[src/rtl/serial_subtractor.sv]
// Bit-serial subtractor: computes a-b one bit per clock, LSB first, and then
// publishes the difference, final borrow and Z/N/V flags with a one-cycle done pulse.
module serial_subtractor #(
    parameter int WIDTH = 32
) (
    input  logic             clk,
    input  logic             reset,
    input  logic             start,
    input  logic [WIDTH-1:0] a,
    input  logic [WIDTH-1:0] b,
    output logic             busy,
    output logic             done,
    output logic [WIDTH-1:0] d,
    output logic             bout,
    output logic             z,
    output logic             n,
    output logic             v
);
    localparam int CW = $clog2(WIDTH + 1);
    localparam logic [CW-1:0] LAST = CW'(WIDTH);

    typedef enum logic [1:0] {IDLE, RUN, DONE} state_t;

    state_t           state_q, state_d;
    logic [WIDTH-1:0] a_sh_q, b_sh_q, res_q;
    logic             a_msb_q, b_msb_q, br_q;
    logic [CW-1:0]    cnt_q;
    logic             busy_q, done_q, bout_q, z_q, n_q, v_q;
    logic [WIDTH-1:0] d_q;

    logic load, step, finish;
    logic diff, br_d;

    assign diff = a_sh_q[0] ^ b_sh_q[0] ^ br_q;
    assign br_d = (~a_sh_q[0] & b_sh_q[0]) | (~(a_sh_q[0] ^ b_sh_q[0]) & br_q);

    always_comb begin
        state_d = state_q;
        load    = 1'b0;
        step    = 1'b0;
        finish  = 1'b0;
        case (state_q)
            IDLE: if (start) begin
                load    = 1'b1;
                state_d = RUN;
            end
            // The cycle that sees all WIDTH bits done only publishes the result.
            RUN: if (cnt_q == LAST) begin
                finish  = 1'b1;
                state_d = DONE;
            end else begin
                step = 1'b1;
            end
            DONE: if (start) begin
                load    = 1'b1;
                state_d = RUN;
            end else begin
                state_d = IDLE;
            end
            default: state_d = IDLE;
        endcase
    end

    always_ff @(posedge clk or posedge reset) begin
        if (reset) begin
            state_q <= IDLE;
            a_sh_q  <= '0;
            b_sh_q  <= '0;
            res_q   <= '0;
            a_msb_q <= 1'b0;
            b_msb_q <= 1'b0;
            br_q    <= 1'b0;
            cnt_q   <= '0;
        end else begin
            state_q <= state_d;
            if (load) begin
                a_sh_q  <= a;
                b_sh_q  <= b;
                res_q   <= '0;
                a_msb_q <= a[WIDTH-1];
                b_msb_q <= b[WIDTH-1];
                br_q    <= 1'b0;
                cnt_q   <= '0;
            end else if (step) begin
                a_sh_q <= a_sh_q >> 1;
                b_sh_q <= b_sh_q >> 1;
                res_q  <= {diff, res_q[WIDTH-1:1]};
                br_q   <= br_d;
                cnt_q  <= cnt_q + CW'(1);
            end
        end
    end

    // Result registers change only when entering DONE, so they stay stable through a following RUN.
    always_ff @(posedge clk or posedge reset) begin
        if (reset) begin
            busy_q <= 1'b0;
            done_q <= 1'b0;
            d_q    <= '0;
            bout_q <= 1'b0;
            z_q    <= 1'b0;
            n_q    <= 1'b0;
            v_q    <= 1'b0;
        end else begin
            busy_q <= (state_q == RUN) && (state_d == RUN);
            done_q <= finish;
            if (finish) begin
                d_q    <= res_q;
                bout_q <= br_q;
                z_q    <= (res_q == '0);
                n_q    <= res_q[WIDTH-1];
                v_q    <= (a_msb_q != b_msb_q) && (res_q[WIDTH-1] != a_msb_q);
            end
        end
    end

    assign busy = busy_q;
    assign done = done_q;
    assign d    = d_q;
    assign bout = bout_q;
    assign z    = z_q;
    assign n    = n_q;
    assign v    = v_q;
endmodule

[config.mk]
export PLATFORM = sky130hd
export DESIGN_NAME = serial_subtractor
export DESIGN_NICKNAME = d
export VERILOG_FILES = /design/src/rtl/serial_subtractor.sv
export SDC_FILE = /design/constraint.sdc
export NUM_CORES = 1
export LEC_CHECK = 0
export CORE_AREA = 2 2 112 114
export DETAILED_ROUTE_END_ITERATION = 7
export DIE_AREA = 0 0 114 116
export PLACE_DENSITY = 0.75
export SYNTH_ARGS = -nofsm -noshare
export SYNTH_HDL_FRONTEND = slang
export SYNTH_SLANG_ARGS = --single-unit
[constraint.sdc]
create_clock -name clk -period 8 [get_ports clk]
set_input_delay 1.6 -clock clk [delete_from_list [all_inputs] [get_ports clk]]
set_output_delay 1.6 -clock clk [all_outputs]
set_load 0.05 [all_outputs]
==> results.md, run 1 <==
* Status: complete, no violations
* Die width at 114 um
* DR DRC count at 0
* Overall routing resource usage at between 20% and 30%
* Antenna violations before repair at 0
* Avg Cell Area, Syn at 11.2 um2
* Critical path class: reg2reg
* Row count at 40
* Vias at 4398
* Reg2Reg Capture Point: a_sh_q[6]
* Final instance area at 7630 um2
* Arr. time, crit path at just under 4000 ps
* Fmax achieved at 275 MHz
* Placer Congestion at a little over 0.8
* Yosys reg bits at about 140
* Worst Tran Pin Value at between 900 and 1000 ps
* Reg2Reg Depth at 8
* Worst-Skew Late Latency at 410 ps
* CTS buffer count at 17
* Io pins at 105
* I/O Buffers at 104
* Area growth, synth to finish at 28.9%
* Setup Slack @ Placement at 3940 ps
* Min-Delay Endpoint: d[25]
* Max Slew Vio Count at 0
* Hold path depth at 1
* Pre-antenna DRT Iters at 5
* Initial Util at 49.7%
* Routed Antenna Nets at 0
* Drt via density at 5.65
* Post-layout min period at around 3600 ps
* DRT Wirelength at ~13 mm
* Synth cell types at 33
* Top_reg_cell synth: dfrtp_1
* Final period util at 45.4%
* Max_cap viols at 0
* Post-CTS sizing at 0
* Total grt overflow at 0
* Vias in the first global route at 4448
* Ys async rst share at 100%
* Final HPWL DP at 7.61 mm
* Initial drt markers at ~370
* Mapped cell area at 5920 um2
* PwrDens at around 430 nW/um2
* Placed Instance Area at between 6000 and 7000 um2
* Hold Crit Class: reg2reg
* # diodes at 0
* Longest Clk Path Bufs at 2
* Die height at between 100 and 150 um
* Final hold vios at 0
* Final nets at 689
* First-pass GRT wire length at 21.8 mm
* Hold Startpoint: d[25]
* Most frequent cells in the layout: dfrtp_1 (144), clkdlybuf4s50_1 (104), nand2_1 (76)
* Total negative slack at 0 ps
* R2R Path Start: cnt_q[0]
* Peak supply drop at between 0.15 and 0.2 mV
* Final Util at 64.1%
* Endpoints failing setup at 0
* Pin count of the biggest net entering global routing at 77
* Clock transition at path regs at 60 ps
* Clock root buffer: clkbuf_16
* Commonest non-fill, non-tap cell in the layout: dfrtp_1
* Setup ws final at 4360 ps
* Share of layout cells above drive strength 1 at 11.7%
* Layout Skew at 12.5 ps
* # hold bufs at CTS at 0
* Total power at 3320 uW
* Warning count from the yosys run at 0
* CP Capture Type: flop
* Leak pwr at 0.00358 uW
* Post-synth EDFFs at 0
* Crit Path Max Fanout at 70
* Critical Path RT at roughly 8300 ps
* CTS tree: yes
* Post-Syn Nets at 600
* TritonCTS sink count at 144
* Die ar. at roughly 13000 um2
* H-tree levels at 4
* Postcts setup bufs at 0
* # fillers at around 900
* Startpoint Class: flop
* Synth Instances at 530
* Slew HR at 38.5%
* RSZ-0062 raised after global routing: no
* R2r setup slk at around 4400 ps
* Core Box Area at around 12000 um2
* Avg WL per Cell at 16.5 um
* Seq/Total Area, Yosys at between 60% and 70%
==> critical path, cell delays in order, from the launching register on <==
cell	delay, ps
dfrtp_1	410
inv_1	70
ha_1	130
and3b_1	210
a21bo_4	690
inv_4	490
nor2_4	780
inv_2	440
o21ai_0	290
==> area by class of cell <==
| cell class | count | area, um2 | share of cell area [%] |
|---|---|---|---|
| Sequential cell | 144 | 3600 | 47.2 |
| Multi-Input combinational cell | 312 | 1970 | 25.8 |
| Timing Repair Buffer | 107 | 1060 | 13.9 |
| Clock buffer | 19 | 433 | 5.67 |
| Clock inverter | 13 | 234 | 3.07 |
| Tap cell | 147 | 184 | 2.41 |
| Inverter | 37 | 146 | 1.92 |
==> sequential cells by signal, summed over array words and instances (netlist names), 2 cells and up <==
signal and count:
a_sh_q 32, d 31, cnt_q 6, b_sh_q 32, res_q 32, state_q 2
==> cell families (layout without fill, tap and decap cells) <==
logic type,Yosys count,in the layout,share of synthesized area [%]
AND/OR/NAND/NOR,168,168,12.4
flip-flops,144,144,60.8
AO/OA/AOI/OAI,103,103,12.9
buffers and inverters,74,176,6.09
multiplexers,35,35,6.63
adder cells (fa/ha/maj),3,3,0.761
XOR/XNOR,3,3,0.444
==> power breakdown <==
part	leakage (uW)	internal, uW	switching, uW
clock network	0.000326	588	309
logic	0.00139	453	750
registers	0.00186	1030	189
total	0.00358	2070	1250
==> cells in the mapped netlist (2+ instances only) <==
cell        n  area [um2]
a21oi_1     4        20.0
a221o_1    29         290
a22o_1      2        17.5
a22oi_1    32         240
and3_1      3        18.8
buf_1       4        15.0
buf_2      13        65.1
buf_4       3        22.5
buf_6       7        78.8
clkbuf_1   10        37.5
dfrtp_1   144        3600
ha_1        2        25.0
inv_1      35         131
mux2_2     34         383
nand2_1    76         285
nand3_1    34         170
nand4_1     4        25.0
nor2_1     38         143
nor4_1      8        50.1
o21ai_0    25         125
o21ai_1     9        45.0
xor2_1      3        26.3
==> routing by layer <==
| layer | global-route usage, % | share of wire [%] | routed length [um] |
|---|---|---|---|
| met5 | 0 | 0 | 0 |
| met4 | 5.93 | 0.66 | 85 |
| met3 | 5.28 | 6.4 | 823 |
| met2 | 33.6 | 48 | 6220 |
| met1 | 28.7 | 44 | 5700 |
==> per-stage QoR <==
| stage | hold slack [ps] | cells |
|---|---|---|
| 2_1_floorplan | 466 | 530 |
| 3_3_place_gp | 485 | 747 |
| 3_5_place_dp | 491 | 747 |
| 4_1_cts | 506 | 779 |
| 5_1_grt | 527 | 779 |
| 6_report | 505 | 779 |
==> how the worst max path moves through the flow <==
stage,start,to,slack (ps),depth (start not counted)
floorplan,reset,a_msb_q,2530,1
finish,cnt_q[0],a_sh_q[6],4360,8
detailed placement,start,a_sh_q[10],3940,6
global route,cnt_q[1],a_sh_q[28],3990,8
CTS,cnt_q[0],a_sh_q[10],4350,8
global placement,start,b_sh_q[22],4000,6
Note: power is estimated with default switching activity, not from simulation.
==> inputs of run 2 (changes only) <==
--- a/config.mk
+++ b/config.mk
@@ -5,10 +5,10 @@
 export SDC_FILE = /design/constraint.sdc
 export NUM_CORES = 1
 export LEC_CHECK = 0
-export CORE_AREA = 2 2 112 114
+export CORE_AREA = 2 2 116 118
 export DETAILED_ROUTE_END_ITERATION = 7
-export DIE_AREA = 0 0 114 116
-export PLACE_DENSITY = 0.75
+export DIE_AREA = 0 0 118 120
+export PLACE_DENSITY = 0.73
 export SYNTH_ARGS = -nofsm -noshare
 export SYNTH_HDL_FRONTEND = slang
 export SYNTH_SLANG_ARGS = --single-unit
==> constraint.sdc (replaced) <==
create_clock -name clk -period 3.3 [get_ports clk]
set_input_delay 0.66 -clock clk [delete_from_list [all_inputs] [get_ports clk]]
set_output_delay 0.66 -clock clk [all_outputs]
set_load 0.05 [all_outputs]
==> results.md, run 2 (synthesis gave the netlist of run 1 again) <==
* Layout Skew at 13.3 ps
* Startpoint Class: flop
* Clock root buffer: clkbuf_16
* Layout Cells excl Fill at 812
* Clock transition at path regs at 60 ps
* Vias at 4379
* Crit Path Max Fanout at 46
* GR met3 Demand/Resource at 5.13%
* Met2 Use GR at between 30% and 40%
* R2r setup slk at 1000 ps
* H-tree levels at 4
* RSZ-0062 raised after global routing: no
* Largest regs: a_sh_q: 32 flops, b_sh_q: 32 flops, res_q: 32 flops
* Hold Crit Class: reg2reg
* Commonest non-fill, non-tap cell in the layout: dfrtp_1
* Die ar. at between 10000 and 15000 um2
* WP buf/inv at 3
* Pre-antenna DRT Iters at 5
* Die height at approximately 120 um
* Met1 Use GR at around a quarter
* DRT Wirelength at 13.0 mm
* Total negative slack at 0 ps
* TritonCTS sink count at 144
* Worst-Skew Late Latency at 410 ps
* Overall routing resource usage at 19.2%
* Critical path cell sequence: inv_1 > ha_1 > and3b_1 > a21bo_4 > inv_4 > nor2_4 > inv_2 > o21ai_0
* Placed cells at 781
* Initial drt markers at 375
* Core Box Area at 13000 um2
* Total grt overflow at 0
* Status: complete, no violations
* CTS tree: yes
* Most frequent cells in the layout: dfrtp_1 (144), clkdlybuf4s50_1 (104), nand2_1 (76)
* Setup ws final at approximately 1000 ps
* Arr. time, crit path at 2570 ps
* Post-layout min period at 2300 ps
* Slew HR at between 50% and 60%
* Initial Util at 45.6%
* # hold bufs at CTS at 0
* CP peak stage delay at between 400 and 500 ps
* Final instance area at 7680 um2
* Final HPWL DP at approximately 8 mm
* GR peak layer: met2
* Setup Slack @ Placement at 853 ps
* Die width at roughly 120 um
* Longest Clk Path Bufs at 2
* Io pins at 105
* Row count at 42
* Max_cap viols at 0
* First-pass GRT wire length at between 20 and 25 mm
* Max Slew Vio Count at 0
* Peak supply drop at around 0.64 mV
* PwrDens at 1020 nW/um2
* Drt via density at 5.39
* Critical Path RT at 3570 ps
* Antenna violations before repair at 0
* Final hold vios at 0
* Post-CTS sizing at 0
* Routed Antenna Nets at 0
* CP top delay family: buffers and inverters
* DR DRC count at 0
* # diodes at 0
* Area growth, synth to finish at 29.6%
* Critical path class: reg2reg
* Leak pwr at 0.00357 uW
* CP max-delay cell: inv_2
* CP Capture Type: flop
* Share of layout cells above drive strength 1 at 12.1%
* Final nets at roughly 700
* Postcts setup bufs at 0
* Fmax achieved at approximately 430 MHz
* Vias in the first global route at 4476
* CTS buffer count at 17
* Worst Tran Pin Value at about 740 ps
* Placed Instance Area at between 7000 and 8000 um2
* I/O Buffers at 104
* Placer Congestion at 0.769
* Avg WL per Cell at 16.0 um
* Endpoints failing setup at 0
* Pin count of the biggest net entering global routing at 67
* Final period util at between 60% and 70%
## run 2: cell count changes in the layout (fill, tap and decap cells not counted), sizes merged
cell / change
buf: +5
clkinvlp: +4
bufinv: -3
clkinv: -2
## run 2: report_power, final
part / switching, uW / internal (uW) / leakage [uW]
sequential: 467 / 2490 / 0.00186
clock: 734 / 1190 / 0.000280
combinational: 1830 / 1140 / 0.00142
total: 3030 / 4820 / 0.00357
## run 2: final timing paths
check                           cells after the start          to      from
worst min-delay path                                1       d[15]     d[15]
min in group asynchronous                           2  a_sh_q[10]     reset
worst max-delay path                                8  b_sh_q[24]  cnt_q[0]
worst max register to register                      8  b_sh_q[24]  cnt_q[0]
max in group asynchronous                           3   res_q[16]     reset
worst min register to register                      1       d[15]     d[15]
## run 2: cell type report
type,count,area (um2)
Clock buffer,19,433
Clock inverter,12,158
Fill cell,1082,5300
Inverter,37,145
Multi-Input combinational cell,312,1970
Sequential cell,144,3600
Tap cell,176,220
Timing Repair Buffer,112,1150
## run 2: through the flow
step,hold slack [ps],util [%],total power [uW]
2_1_floorplan,466,-,5110
3_3_place_gp,486,54.6,5800
3_5_place_dp,490,54.6,5950
4_1_cts,508,59.1,7910
5_1_grt,525,59.1,8340
6_report,502,59.1,7850
## run 2: worst reg2reg max path: cells and delay by family, from the launching register on
| kind | cells | cell delay [ps] |
|---|---|---|
| buf+inv | 3 | 880 |
| simple gates | 2 | 280 |
| fa+ha+maj | 1 | 190 |
| compound gates | 2 | 420 |
| flops | 1 | 400 |
## run 2: routing by layer
metal	part of all wire (%)	vias up	wire length [um]
met1	44	2204	5720
li1	-	2028	-
met5	0	-	0
met3	5.6	11	730
met2	49	136	6410
met4	0.86	0	112
==> inputs of run 3 (changes only) <==
==> constraint.sdc (replaced) <==
create_clock -name clk -period 2.1 [get_ports clk]
set_input_delay 0.42 -clock clk [delete_from_list [all_inputs] [get_ports clk]]
set_output_delay 0.42 -clock clk [all_outputs]
set_load 0.05 [all_outputs]
==> results.md, run 3 (synthesis gave the netlist of run 1 again) <==
* Status: complete, no violations
* Critical path class: reg2out
* Die height at 120 um
* Crit Path Max Fanout at 2
* Final hold vios at 0
* PwrDens at around 1600 nW/um2
* Final Util at 60.2%
* TritonCTS sink count at 144
* Pre-antenna DRT Iters at 5
* Final nets at approximately 700
* Total negative slack at 0 ps
* Row count at 42
* Arr. time, crit path at 1600 ps
* Share of layout cells above drive strength 1 at between 10% and 20%
* Fmax achieved at 496 MHz
* # fillers at 1094
* DRT Wirelength at 13.0 mm
* Worst-Skew Late Latency at ~420 ps
* DR DRC count at 0
* Critical path cell sequence: clkdlybuf4s50_1
* Placer Congestion at 0.791
* Io pins at approximately 110
* Peak supply drop at 0.723 mV
* Die width at 118 um
* Clock root buffer: clkbuf_16
* Avg WL per Cell at ~16 um
* Commonest non-fill, non-tap cell in the layout: dfrtp_1
* Longest Clk Path Bufs at 2
* Drt via density at 5.33
* R2R Path Start: cnt_q[1]
* Layout Skew at 10.8 ps
* Setup ws final at 84.5 ps
* Worst Tran Pin Value at 565 ps
* CP peak stage delay at 820 ps
* Antenna violations before repair at 0
* Startpoint Class: flop
* Initial Util at 45.6%
* Initial drt markers at roughly 340
* First-pass GRT wire length at 21.7 mm
* # hold bufs at CTS at 0
* H-tree levels at 4
* Crit path from: d[0]
* Endpoints failing setup at 0
* Critical Path RT at between 1500 and 2000 ps
* WP buf/inv at 1
* Overall routing resource usage at 19.2%
* Die ar. at about 14000 um2
* CP Depth at 1
* RSZ-0062 raised after global routing: no
* CP Capture Type: output port
* Clock transition at path regs at 60 ps
* Max_cap viols at 0
* CP max-delay cell: clkdlybuf4s50_1
* Worst setup path end: d[0]
* Routed Antenna Nets at 0
* Pin count of the biggest net entering global routing at between 70 and 80
* Reg2Reg Capture Point: b_sh_q[29]
* Slew HR at 62.2%
* CTS buffer count at 17
* Setup Slack @ Placement at -111 ps
* Vias at about 4400
* R2r setup slk at roughly 180 ps
* Max Slew Vio Count at 0
* CP top delay family: buffers and inverters
* Post-layout min period at roughly 2000 ps
* Vias in the first global route at 4401
* Most frequent cells in the layout: dfrtp_1 (144), clkdlybuf4s50_1 (104), nand2_1 (76)
* Hold Crit Class: in2async
* Final hold slack at 473 ps
* Final HPWL DP at 7.87 mm
* Final period util at 96.0%
* Total grt overflow at 0
* I/O Buffers at between 100 and 150
* Reg2Reg Depth at 7
* Core Box Area at about 13000 um2
* Total power at about 13000 uW
* Area growth, synth to finish at 31.9%
* CTS tree: yes
* Leak pwr at 0.00363 uW
* # diodes at 0
* Largest regs: a_sh_q: 32 flops, b_sh_q: 32 flops, res_q: 32 flops
run 3: changes by cell type in the layout (fill, tap and decap cells not counted), sizes merged:
cell,before,now
clkinv,3,4
bufinv,3,5
inv,39,37
buf,8,11
nor2,39,40
run 3: repair_timing:
action                                  in CTS  in global routing
gates resized for setup                      0                  2
buffers inserted                             0                  1
endpoints found under the setup margin      33                 31
gates cloned                                 1                  0
pin swaps                                    1                  1
run 3: through the flow:
step	area, um2	instances
5_1_grt	7810	817
3_3_place_gp	7130	783
4_1_cts	7790	816
3_5_place_dp	7130	783
6_report	7810	817
2_1_floorplan	5930	530
run 3: area by class of cell:
class	instances	area, um2	area share (%)
Multi-Input combinational cell	313	1980	25.3
Clock buffer	19	453	5.80
Sequential cell	144	3600	46.1
Tap cell	176	220	2.82
Timing Repair Buffer	115	1200	15.4
Inverter	37	145	1.86
Clock inverter	13	209	2.68
run 3: per-layer routing:
layer	vias up	wire, um	GRT usage [%]
met3	12	831	5.13
met1	2163	5610	25.2
met2	144	6410	31.1
met5	-	0	0
li1	2038	-	-
met4	0	140	6.78
run 3: worst min-delay path by stage:
stage	from	to	slack (ps)	cells past startpoint
finish	reset	d[29]	470	3
global route	reset	d[28]	520	3
CTS	reset	d[28]	490	3
detailed placement	a_sh_q[31]	a_sh_q[31]	490	1
global placement	b_msb_q	b_msb_q	490	2
floorplan	a_sh_q[31]	a_sh_q[31]	470	1
run 3: where the power goes:
part | internal [uW] | switching (uW) | leakage (uW)
clock network | 2170 | 1140 | 0.000316
registers | 3920 | 709 | 0.00186
logic | 1910 | 2950 | 0.00145
total | 8000 | 4800 | 0.00363
